`config.mk`:
```
export PLATFORM = sky130hd
export DESIGN_NAME = tour_cmd
export DESIGN_NICKNAME = d
export VERILOG_FILES = /design/src/rtl/tour_cmd.sv
export SDC_FILE = /design/constraint.sdc
export NUM_CORES = 1
export LEC_CHECK = 0
export CORE_ASPECT_RATIO = 0.8
export CORE_MARGIN = 5
export CORE_UTILIZATION = 35
export CTS_CLUSTER_SIZE = 30
export DETAILED_ROUTE_END_ITERATION = 10
export PLACE_DENSITY = 0.73
export SLEW_MARGIN = 20
export SYNTH_ARGS = -nofsm -noshare
export SYNTH_HDL_FRONTEND = slang
export SYNTH_SLANG_ARGS = --single-unit
```
`constraint.sdc`:
```
create_clock -name clk -period 2.7 [get_ports clk]
set_clock_uncertainty 0.15 [all_clocks]
set_input_delay 0.405 -clock clk [delete_from_list [all_inputs] [get_ports clk]]
set_output_delay 0.405 -clock clk [all_outputs]
set_load 0.1 [all_outputs]
```
`src/rtl/tour_cmd.sv`:
```
// Replays solved knight's-tour moves as vertical/horizontal motion commands.
// `TOUR_CMD_FANFARE_EN: horizontal half uses the fanfare opcode.
module tour_cmd #(
  parameter int NUM_MOVES = 24,
  parameter int IDX_W     = 5
) (
  input  logic             clk,
  input  logic             rst_n,
  input  logic             start_tour,
  input  logic             tour_done,
  input  logic [7:0]       move,
  output logic [IDX_W-1:0] indx,
  input  logic [15:0]      cmd_UART,
  input  logic             cmd_rdy_UART,
  output logic             clr_cmd_rdy_UART,
  output logic [15:0]      cmd,
  output logic             cmd_rdy,
  input  logic             clr_cmd_rdy,
  input  logic             send_resp,
  output logic [7:0]       resp
);

  localparam logic [2:0] IDLE      = 3'd0;
  localparam logic [2:0] WAIT_TOUR = 3'd1;
  localparam logic [2:0] CMD_V     = 3'd2;
  localparam logic [2:0] WAIT_V    = 3'd3;
  localparam logic [2:0] CMD_H     = 3'd4;
  localparam logic [2:0] WAIT_H    = 3'd5;

  localparam logic [3:0] OP_V = 4'h4;
`ifdef TOUR_CMD_FANFARE_EN
  localparam logic [3:0] OP_H = 4'h5;
`else
  localparam logic [3:0] OP_H = 4'h4;
`endif

  localparam logic [7:0] HD_N = 8'h00;
  localparam logic [7:0] HD_S = 8'h7F;
  localparam logic [7:0] HD_W = 8'h3F;
  localparam logic [7:0] HD_E = 8'hBF;

  localparam logic [IDX_W-1:0] LAST = IDX_W'(NUM_MOVES - 1);

  logic [2:0]       state_q, state_d;
  logic [IDX_W-1:0] indx_q, indx_d;
  logic [15:0]      cmd_q, cmd_d;
  logic             rdy_q, rdy_d;

  logic [7:0] hv, hh;
  logic [3:0] sv, sh;
  logic       last, passthru;

  // Lowest set bit selects the move; patterns are mutually exclusive.
  always_comb begin
    hv = HD_N;
    sv = 4'd0;
    hh = HD_W;
    sh = 4'd0;
    unique casez (move)
      8'b???????1: begin hv = HD_N; sv = 4'd2; hh = HD_W; sh = 4'd1; end
      8'b??????10: begin hv = HD_N; sv = 4'd2; hh = HD_E; sh = 4'd1; end
      8'b?????100: begin hv = HD_N; sv = 4'd1; hh = HD_W; sh = 4'd2; end
      8'b????1000: begin hv = HD_S; sv = 4'd1; hh = HD_W; sh = 4'd2; end
      8'b???10000: begin hv = HD_S; sv = 4'd2; hh = HD_W; sh = 4'd1; end
      8'b??100000: begin hv = HD_S; sv = 4'd2; hh = HD_E; sh = 4'd1; end
      8'b?1000000: begin hv = HD_S; sv = 4'd1; hh = HD_E; sh = 4'd2; end
      8'b10000000: begin hv = HD_N; sv = 4'd1; hh = HD_E; sh = 4'd2; end
      default: ;
    endcase
  end

  assign last = (indx_q == LAST);

  always_comb begin
    state_d = state_q;
    indx_d  = indx_q;
    cmd_d   = cmd_q;
    rdy_d   = rdy_q;
    unique case (state_q)
      IDLE: begin
        if (start_tour) state_d = WAIT_TOUR;
      end
      WAIT_TOUR: begin
        if (tour_done) begin
          indx_d  = '0;
          state_d = CMD_V;
        end
      end
      CMD_V: begin
        if (rdy_q) begin
          if (clr_cmd_rdy) begin
            rdy_d   = 1'b0;
            state_d = WAIT_V;
          end
        end else if (move == 8'h00) begin
          if (last) state_d = IDLE;
          else      indx_d  = indx_q + IDX_W'(1);
        end else begin
          cmd_d = {OP_V, hv, sv};
          rdy_d = 1'b1;
        end
      end
      WAIT_V: begin
        if (send_resp) state_d = CMD_H;
      end
      CMD_H: begin
        if (rdy_q) begin
          if (clr_cmd_rdy) begin
            rdy_d   = 1'b0;
            state_d = WAIT_H;
          end
        end else begin
          cmd_d = {OP_H, hh, sh};
          rdy_d = 1'b1;
        end
      end
      WAIT_H: begin
        if (send_resp) begin
          if (last) begin
            state_d = IDLE;
          end else begin
            indx_d  = indx_q + IDX_W'(1);
            state_d = CMD_V;
          end
        end
      end
      default: state_d = IDLE;
    endcase
  end

  always_ff @(posedge clk or negedge rst_n) begin
    if (!rst_n) begin
      state_q <= IDLE;
      indx_q  <= '0;
      cmd_q   <= '0;
      rdy_q   <= 1'b0;
    end else begin
      state_q <= state_d;
      indx_q  <= indx_d;
      cmd_q   <= cmd_d;
      rdy_q   <= rdy_d;
    end
  end

  assign passthru = (state_q == IDLE) || (state_q == WAIT_TOUR);

  assign indx             = indx_q;
  assign cmd              = passthru ? cmd_UART : cmd_q;
  assign cmd_rdy          = passthru ? cmd_rdy_UART : rdy_q;
  assign clr_cmd_rdy_UART = passthru ? clr_cmd_rdy : 1'b0;
  assign resp             = passthru ? 8'hA5 : 8'h5A;

endmodule

```
# --- Word level (Yosys, flattened, before mapping) ---
# Index checks and enable logic that the tools add are counted.
word_totals:
  reg_bits: 25
  latchBits: 0
  ramBits: 0
  rom_bits: 0
  in_bits: 31
  out_inout_bits: 31
  elab_cells: 78
  memories: 0
op_classes:
  n_addsub: 1
  multipliers: 0
  div: 0
  order_cmp: 0
  n_eq_ne: 26
  shift: 0
  n_mux: 35
  bitwise_logic: 0
  n_reduce_logical: 12
op_table:
  columns: ["cell", "n"]
  rows:
  - ["$mux W16", 4]
  - ["$pmux W16 S2", 1]
  - ["$mux W3", 10]
  - ["$mux W5", 5]
  - ["$ne A2 B2 Y1 const B", 10]
  - ["$pmux W3 S6", 1]
  - ["$mux W8", 2]
  - ["$reduce_or A4 Y1", 4]
  - ["$pmux W5 S3", 1]
  - ["$eq A5 B5 Y1 const B", 2]
  - ["$eq A3 B3 Y1 const B", 3]
  - ["$ne A3 B3 Y1 const B", 3]
  - ["$reduce_and A9 Y1", 1]
  - ["$eq A8 B8 Y1 const B", 1]
  - ["$logic_not A8 Y1", 1]
  - ["$pmux W2 S2", 2]
  - ["$eq A7 B7 Y1 const B", 1]
  - ["$mux W7", 1]
  - ["$eq A3 B2 Y1 const B", 2]
  - ["$eq A6 B6 Y1 const B", 1]
  - ["$mux W1", 6]
  - ["$add A5 B1 Y5 const B", 1]
  - ["$reduce_and A5 Y1", 1]
  - ["$eq A4 B4 Y1 const B", 1]
  - ["9 further kinds", 9]

# --- Longest topological paths before layout ---
# Gate-level depths: netlist (run 1).
logic_depth:
  ltp_word: 6
  depth_mapped: 6

# --- Worst setup path before layout (run 1) ---
# OpenSTA, ideal clock, no wires.
synth_timing:
  kind: "register -> output"
  start: "register state_q[2]"
  end: "output cmd[11]"
  arrival_time_ns: 3.008
  t_required_ns: 2.145
  path_slack_ns: -0.863
  path_stages_with_launch: 5
  cell_sequence: "dfrtp_1 buf_2 nor2_1 clkbuf_1 o21ai_0"
synth_between:
  elab_chain_len: 3
  word_cells_on_any_way: 4
  classes_between: "eq/ne (1); mux (1); reduce/logical (2)"
synth_lines:
  columns: ["item", "line_no", "rtl"]
  rows:
  - ["start: declaration", "44", "logic [2:0] state_q, state_d;"]
  - ["start signal: assignment", "138", "state_q <= state_d;"]
  - ["$eq A3 B1 Y1 or $logic_not A3 Y1 (tied branches)", "145", "assign passthru = (state_q == IDLE) || (state_q == WAIT_TOUR);"]
  - ["$logic_or A1 B1 Y1 *", "145", null]
  - ["named net passthru", "51", "logic last, passthru;"]
  - ["$mux W16 *", "148", "assign cmd = passthru ? cmd_UART : cmd_q;"]
  - ["end: declaration", "16", "output logic [15:0] cmd,"]
# The timed path passes the listed nets; every way through them passes the cells marked *.

# --- Worst setup path in the final report (run 1) ---
layout_timing:
  start: "register state_q[2]"
  end: "output cmd[7]"
layout_between:
  elab_chain_len: 3
  word_cells_on_any_way: 4
  classes_between: "eq/ne (1); mux (1); reduce/logical (2)"
layout_lines:
  columns: ["item", "line_no"]
  rows:
  - ["$eq A3 B1 Y1 or $logic_not A3 Y1 (tied branches)", "145"]
  - ["$logic_or A1 B1 Y1 *", "145"]
  - ["$mux W16 *", "148"]
# Mark *: on every way between the ends. The rest lies on a longest branch, timed or not.

==> flow_summary.toml, run 1 <==
[status]
status = "finished, final reports clean"

[global_routing]
grt_first_pass_wirelength_um = 5930
grt_max_degree = 17
grt.met2_usage_pct = 32.4
grtUsageMet1_pct = 19.1
top_usage_layer = "met2"
grtUsageMet3_pct = 4.40
antenna_found_initial = 0
grt_usage_pct = 17.3
grt_pass1_vias = 1281
grt_overflow = 0

[floorplan]
die_x_um = 74.3
rows = 18
dieArea_um2 = 4570
core_area_um2 = 3130
dieHeight_um = 61.5
start_util_pct = 37.0
io_pins = 62

[clock_tree]
clkLatencyLatePin_ns = 0.26
cts_setup_buffers = 0
numCtsBuffers = 3
root_buffer = "clkbuf_8"
cts_resized = 0
cts.sinks = 15
htree_levels = 1
cts_buffer_depth = 2
cts_tree = "done"
cts_hold_buf = 0
clk_pin_slew_ns = 0.06

[synthesis]
synth_top_family_by_area = "compound AO/OA/AOI/OAI gates"
synth.top_cell.area_share_pct = 32.4
yosys-top-cells-count = "15 x dfrtp_1, 13 x o21ai_0, 11 x nand2_1"
yosysMostFrequentCell = "dfrtp_1"
synth_edf_count = 0
async_reset_ff_share_pct = 100
synthFlopType = "dfrtp_1"
synth_xor_area_share_pct = 0
synth_area_um2 = 1160
syn-num-nets = 168
synth-simple-area-share_pct = 22.5
synth_seq_cells = 15
ys_types = 39
synthMuxAreaShare_pct = 8.42
synth_compound_area_share_pct = 25.6
synth_area_per_cell_um2 = 8.52
synth_fa_ha_area_share_pct = 1.94
synth_area_leader_cell = "dfrtp_1"
netlist_top_cells_area = "dfrtp_1 32%, o21ai_0 5.6%, a21o_1 5.2%, buf_4 4.5%, mux2_2 3.9%"
ys_seq_area_share_pct = 32.4
syn_inst = 136
yosysWarningCount = 0

[setup_path]
cp-end-kind = "output port"
timing.rr.end = "cmd_q[1]"
cp_top_family = "flip-flops"
cp_slowest_cell = "dfrtp_1"
critical_path_arrival_ns = 1.90
required_ns = 2.14
cp-start-kind = "flop"
crit_type = "reg -> out"
setup.worst_path.start = "state_q[2]"
r2r_slack_ns = 0.42
crit_fanout = 16
reg2reg_depth = 4
cp_slowest_stage_delay_ns = 0.59
regToRegStartpoint = "state_q[1]"
cp.buffers_inverters = 2
cp_cell_sequence = "nor2_1 -> buf_4 -> nor2b_1 -> a21o_1 -> buf_12"

[cells_and_area]
antenna_cells = 0
finalNetCount = 223
syn_to_final_growth_pct = 76.8
final_area_um2 = 2050
drive_gt1_share_pct = 23.2

[placed_design]
io_buffers = 61
place_area_um2 = 2000
gp_congestion = 0.843
pre_cts_ws_ns = 0.357
hpwl_um = 3220

[detailed_routing]
drt_pre_antenna_iters = 4
final_antenna_net_count = 0
viasPerCell = 5.40
vias = 1241
drc = 0
finalWirelength_um = 3910
wl_per_cell_um = 17.0
drtIter0Drc = 91

[worst_hold_path]
holdPathEnd = "cmd_q[14]"
hp-class = "reg -> reg"
min_from = "cmd_q[14]"
hold_depth = 1

[sta]
fin_crit_sh_pct = 90.9
final-hold-violation-count = 0
layout_min_cycle_time_ns = 2.45
finalWorstSetupSlack_ns = 0.247
max_slew.worst_pin.slew_ns = 0.721
hold_slack_ns = 0.334
setup_viol = 0
fmax_mhz = 408
rsz0062_at_grt = "false"
slew_headroom_pct = 51.8
drv_slew = 0

[job]
max_cap_violations = 0
-- cell type report --
class,count,area (um2)
Fill cell,250,1080
Clock inverter,1,5.00
Timing Repair Buffer,63,873
Multi-Input combinational cell,101,677
Inverter,7,26.3
Tap cell,40,50.0
Clock buffer,3,41.3
Sequential cell,15,375
-- layer usage --
| layer | share of wire, % | wire (um) |
|---|---|---|
| met1 | 40 | 1560 |
| met2 | 50 | 1960 |
| met3 | 8.1 | 315 |
| met4 | 2.0 | 77 |
| met5 | 0 | 0 |
-- cells in the final DEF (no fill, tap or decap), types with 2 or more instances in the layout --
| cell type | Yosys | final |
|---|---|---|
| clkdlybuf4s50_1 | 0 | 30 |
| buf_12 | 0 | 26 |
| dfrtp_1 | 15 | 15 |
| nand2_1 | 11 | 11 |
| o21ai_0 | 13 | 11 |
| nor2_1 | 9 | 9 |
| a21o_1 | 8 | 8 |
| inv_1 | 7 | 7 |
| buf_4 | 7 | 7 |
| and2_1 | 6 | 6 |
| nor3_1 | 6 | 6 |
| o31ai_1 | 5 | 5 |
| mux2_2 | 4 | 4 |
| a21oi_1 | 4 | 4 |
| nand3_1 | 3 | 3 |
| mux2i_1 | 3 | 3 |
| nand2b_1 | 3 | 3 |
| clkbuf_8 | 0 | 3 |
| o21ai_1 | 0 | 2 |
| nor2b_1 | 2 | 2 |
| o2bb2ai_1 | 2 | 2 |
| mux2_1 | 2 | 2 |
| o41ai_1 | 2 | 2 |
-- cell families after synthesis --
group                      count (synthesis)
DFF                                       15
and+or+nand+nor                           49
muxes                                      9
AOI/OAI and AO/OA                         41
adders and majority gates                  2
buffers and inverters                     20
-- per-stage QoR --
| step | std cells | utilization, % | TNS (ns) |
|---|---|---|---|
| after detailed placement | 226 | 63.9 | 0 |
| after floorplan | 136 | - | -0.220 |
| after CTS | 230 | 65.4 | 0 |
| after global routing | 230 | 65.4 | 0 |
| after global placement | 226 | 63.9 | 0 |
| final | 230 | 65.4 | 0 |
-- worst register-to-register path: cells and delay by family, from the launching register on --
| kind | cells | cell delay [ns] |
|---|---|---|
| muxes | 1 | 0.36 |
| and+or+nand+nor | 1 | 0.47 |
| AOI/OAI and AO/OA | 2 | 0.58 |
| DFF | 1 | 0.60 |
-- flip-flops by register name (all words and copies together), names as in the netlist --
| name | flops |
|---|---|
| cmd_q | 6 |
| rdy_q | 1 |
| indx | 5 |
| state_q | 3 |
-- how the worst max path moves through the flow --
stage | slack [ns] | endpoint | cells past startpoint
after global placement | 0.50 | indx[4] | 6
after floorplan | -0.11 | cmd[11] | 4
after detailed placement | 0.36 | indx[0] | 6
after global routing | 0.1 | cmd[7] | 5
after CTS | 0.22 | cmd[7] | 5
final | 0.25 | cmd[7] | 5
Power of run 1 is not shown: default switching activity piles up to over one toggle a cycle in this logic, so the estimate is an artifact.
==> run 2, diff against run 1 <==
- ABC_AREA: not set -> 1
- PLACE_DENSITY: 0.73 -> 0.7
==> flow_summary.toml, run 2 <==
[global_routing]
grt.met2_usage_pct = 27.0
antenna_found_initial = 0
grt_usage_pct = 16.6
grt_max_degree = 16
grt_pass1_vias = 1345
grt_overflow = 0
grt_first_pass_wirelength_um = 6600
grtUsageMet3_pct = 3.88
grtUsageMet1_pct = 21.9
top_usage_layer = "met2"

[sta]
slew_headroom_pct = 50.2
fin_crit_sh_pct = 88.0
max_slew.worst_pin.slew_ns = 0.745
setup_viol = 0
rsz0062_at_grt = "false"
drv_slew = 0
layout_min_cycle_time_ns = 2.38
fmax_mhz = 421
final-hold-violation-count = 0

[detailed_routing]
vias = 1425
finalWirelength_um = 4030
final_antenna_net_count = 0
viasPerCell = 4.75
drtIter0Drc = 164
wl_per_cell_um = 13.4
drt_pre_antenna_iters = 4
drc = 0

[synthesis]
synth_xor_area_share_pct = 1.33
yosys-top-cells-count = "77 x nand2_1, 22 x nor2_1, 19 x inv_1"
synth_area_leader_cell = "dfrtp_1"
yosysMostFrequentCell = "nand2_1"
synthMuxAreaShare_pct = 0
synth.top_cell.area_share_pct = 28.6
synth_fa_ha_area_share_pct = 0.953
ys_seq_area_share_pct = 28.6
synth_edf_count = 0
syn_inst = 202
synth_top_family_by_area = "simple AND/OR/NAND/NOR gates"
synth-simple-area-share_pct = 51.6
syn-num-nets = 234
netlist_top_cells_area = "dfrtp_1 29%, nand2_1 22%, nor2_1 6.3%, nor2_4 6.0%, nand3_1 5.7%"
synth_area_um2 = 1310
async_reset_ff_share_pct = 100
ys_types = 27
synth_seq_cells = 15
synth_compound_area_share_pct = 5.05
synth_area_per_cell_um2 = 6.50
synthFlopType = "dfrtp_1"
yosysWarningCount = 0

[floorplan]
start_util_pct = 37.3
io_pins = 62
dieArea_um2 = 5080
die_x_um = 78.5
rows = 19
dieHeight_um = 64.8
core_area_um2 = 3520

[placed_design]
io_buffers = 61
place_area_um2 = 2180
dp.cells = 296
hpwl_um = 3300
gp_congestion = 0.913

[setup_path]
crit_fanout = 14
critical_path_arrival_ns = 1.82
cp_slowest_stage_delay_ns = 0.54
cp-start-kind = "flop"
cp_top_family = "flip-flops"
required_ns = 2.14
cp_cell_sequence = "nor2_4 -> buf_4 -> nand2_1 -> o21ai_0 -> buf_12"
crit_type = "reg -> out"
cp_slowest_cell = "dfrtp_1"
cp.buffers_inverters = 2
cp-end-kind = "output port"

[worst_hold_path]
hp-class = "reg -> reg"

[clock_tree]
htree_levels = 1
root_buffer = "clkbuf_8"
cts_tree = "done"
cts.sinks = 15
cts_setup_buffers = 0
numCtsBuffers = 3
clkLatencyLatePin_ns = 0.26
clk_pin_slew_ns = 0.07
cts_hold_buf = 0
cts_resized = 0
cts_buffer_depth = 2

[cells_and_area]
drive_gt1_share_pct = 24.8
layout.cells.non_filler = 300
largest_reg_flops = 6
num-fill-cells = 319
mostFrequentLayoutCell = "nand2_1"
antenna_cells = 0
layout_common_cells = "77 x nand2_1, 30 x clkdlybuf4s50_1, 26 x buf_12"
syn_to_final_growth_pct = 69.7
finalNetCount = 291
largest-register = "cmd_q"
final_area_um2 = 2230

[status]
status = "finished, final reports clean"

[job]
max_cap_violations = 0
[run 2: cell count changes after synthesis, sizes merged, moves of 5 or more]
cell and delta:
nand3 +13, o21ai -5, a21o -8, o31ai -5
inv +16, mux2 -6, and2 -6, nor2 +23
nand2 +72
[run 2: worst register-to-register path, stage by stage, from the launching register on]
cell	delay [ns]
dfrtp_1	0.61
nor2_4	0.13
inv_2	0.15
nor2_2	0.07
nor2_4	0.11
inv_2	0.05
nor2_4	0.20
nand2_4	0.09
nand2_1	0.07
nand2_1	0.04
[run 2: worst paths after layout]
check | start | endpoint | slack, ns | depth (start not counted)
worst min register to register | cmd_q[14] | cmd_q[14] | 0.30 | 2
worst max register to register | state_q[2] | indx[1] | 0.92 | 9
max in group asynchronous | rst_n | cmd_q[11] | 1.51 | 1
worst min-delay path | cmd_q[14] | cmd_q[14] | 0.30 | 2
min in group asynchronous | rst_n | state_q[1] | 0.43 | 1
worst max-delay path | state_q[2] | cmd[14] | 0.32 | 5
[run 2: stage by stage]
step                setup TNS, ns  hold slack, ns  util (%)  worst slack (ns)
global route                    0           0.318      63.3             0.239
finish                          0           0.301      63.3             0.325
global placement                0           0.285      62.0             0.649
detailed placement              0           0.286      62.0             0.589
floorplan                   -2.18         -0.0406         -            -0.517
CTS                             0           0.302      63.3             0.325
[run 2: final cells by class]
| cell class | instances | area, um2 | share of cell area (%) |
|---|---|---|---|
| Clock buffer | 3 | 41.3 | 1.85 |
| Clock inverter | 1 | 5.00 | 0.225 |
| Inverter | 23 | 88.8 | 3.99 |
| Multi-Input combinational cell | 153 | 791 | 35.5 |
| Sequential cell | 15 | 375 | 16.9 |
| Tap cell | 42 | 52.6 | 2.36 |
| Timing Repair Buffer | 63 | 873 | 39.2 |
[run 2: cells by family after synthesis]
group	after synthesis
buffers and inverters	34
XOR/XNOR	2
AO/OA/AOI/OAI	12
flip-flops	15
AND/OR/NAND/NOR	138
adder cells (fa/ha/maj)	1
[run 2: routing by layer]
metal  routed length, um  up-vias
met5                   0        -
met4                  68        0
met3                 246        8
met2                1960       52
met1                1750      637
li1                    -      728
Power of run 2 is left out for the same reason.
==> run 3, diff against run 2 <==
- HOLD_SLACK_MARGIN: not set -> 0.06
==> results of run 3 <==
No change in the layout: final DEF, timing and power equal those of run 2.
Power of run 3 is left out for the same reason.
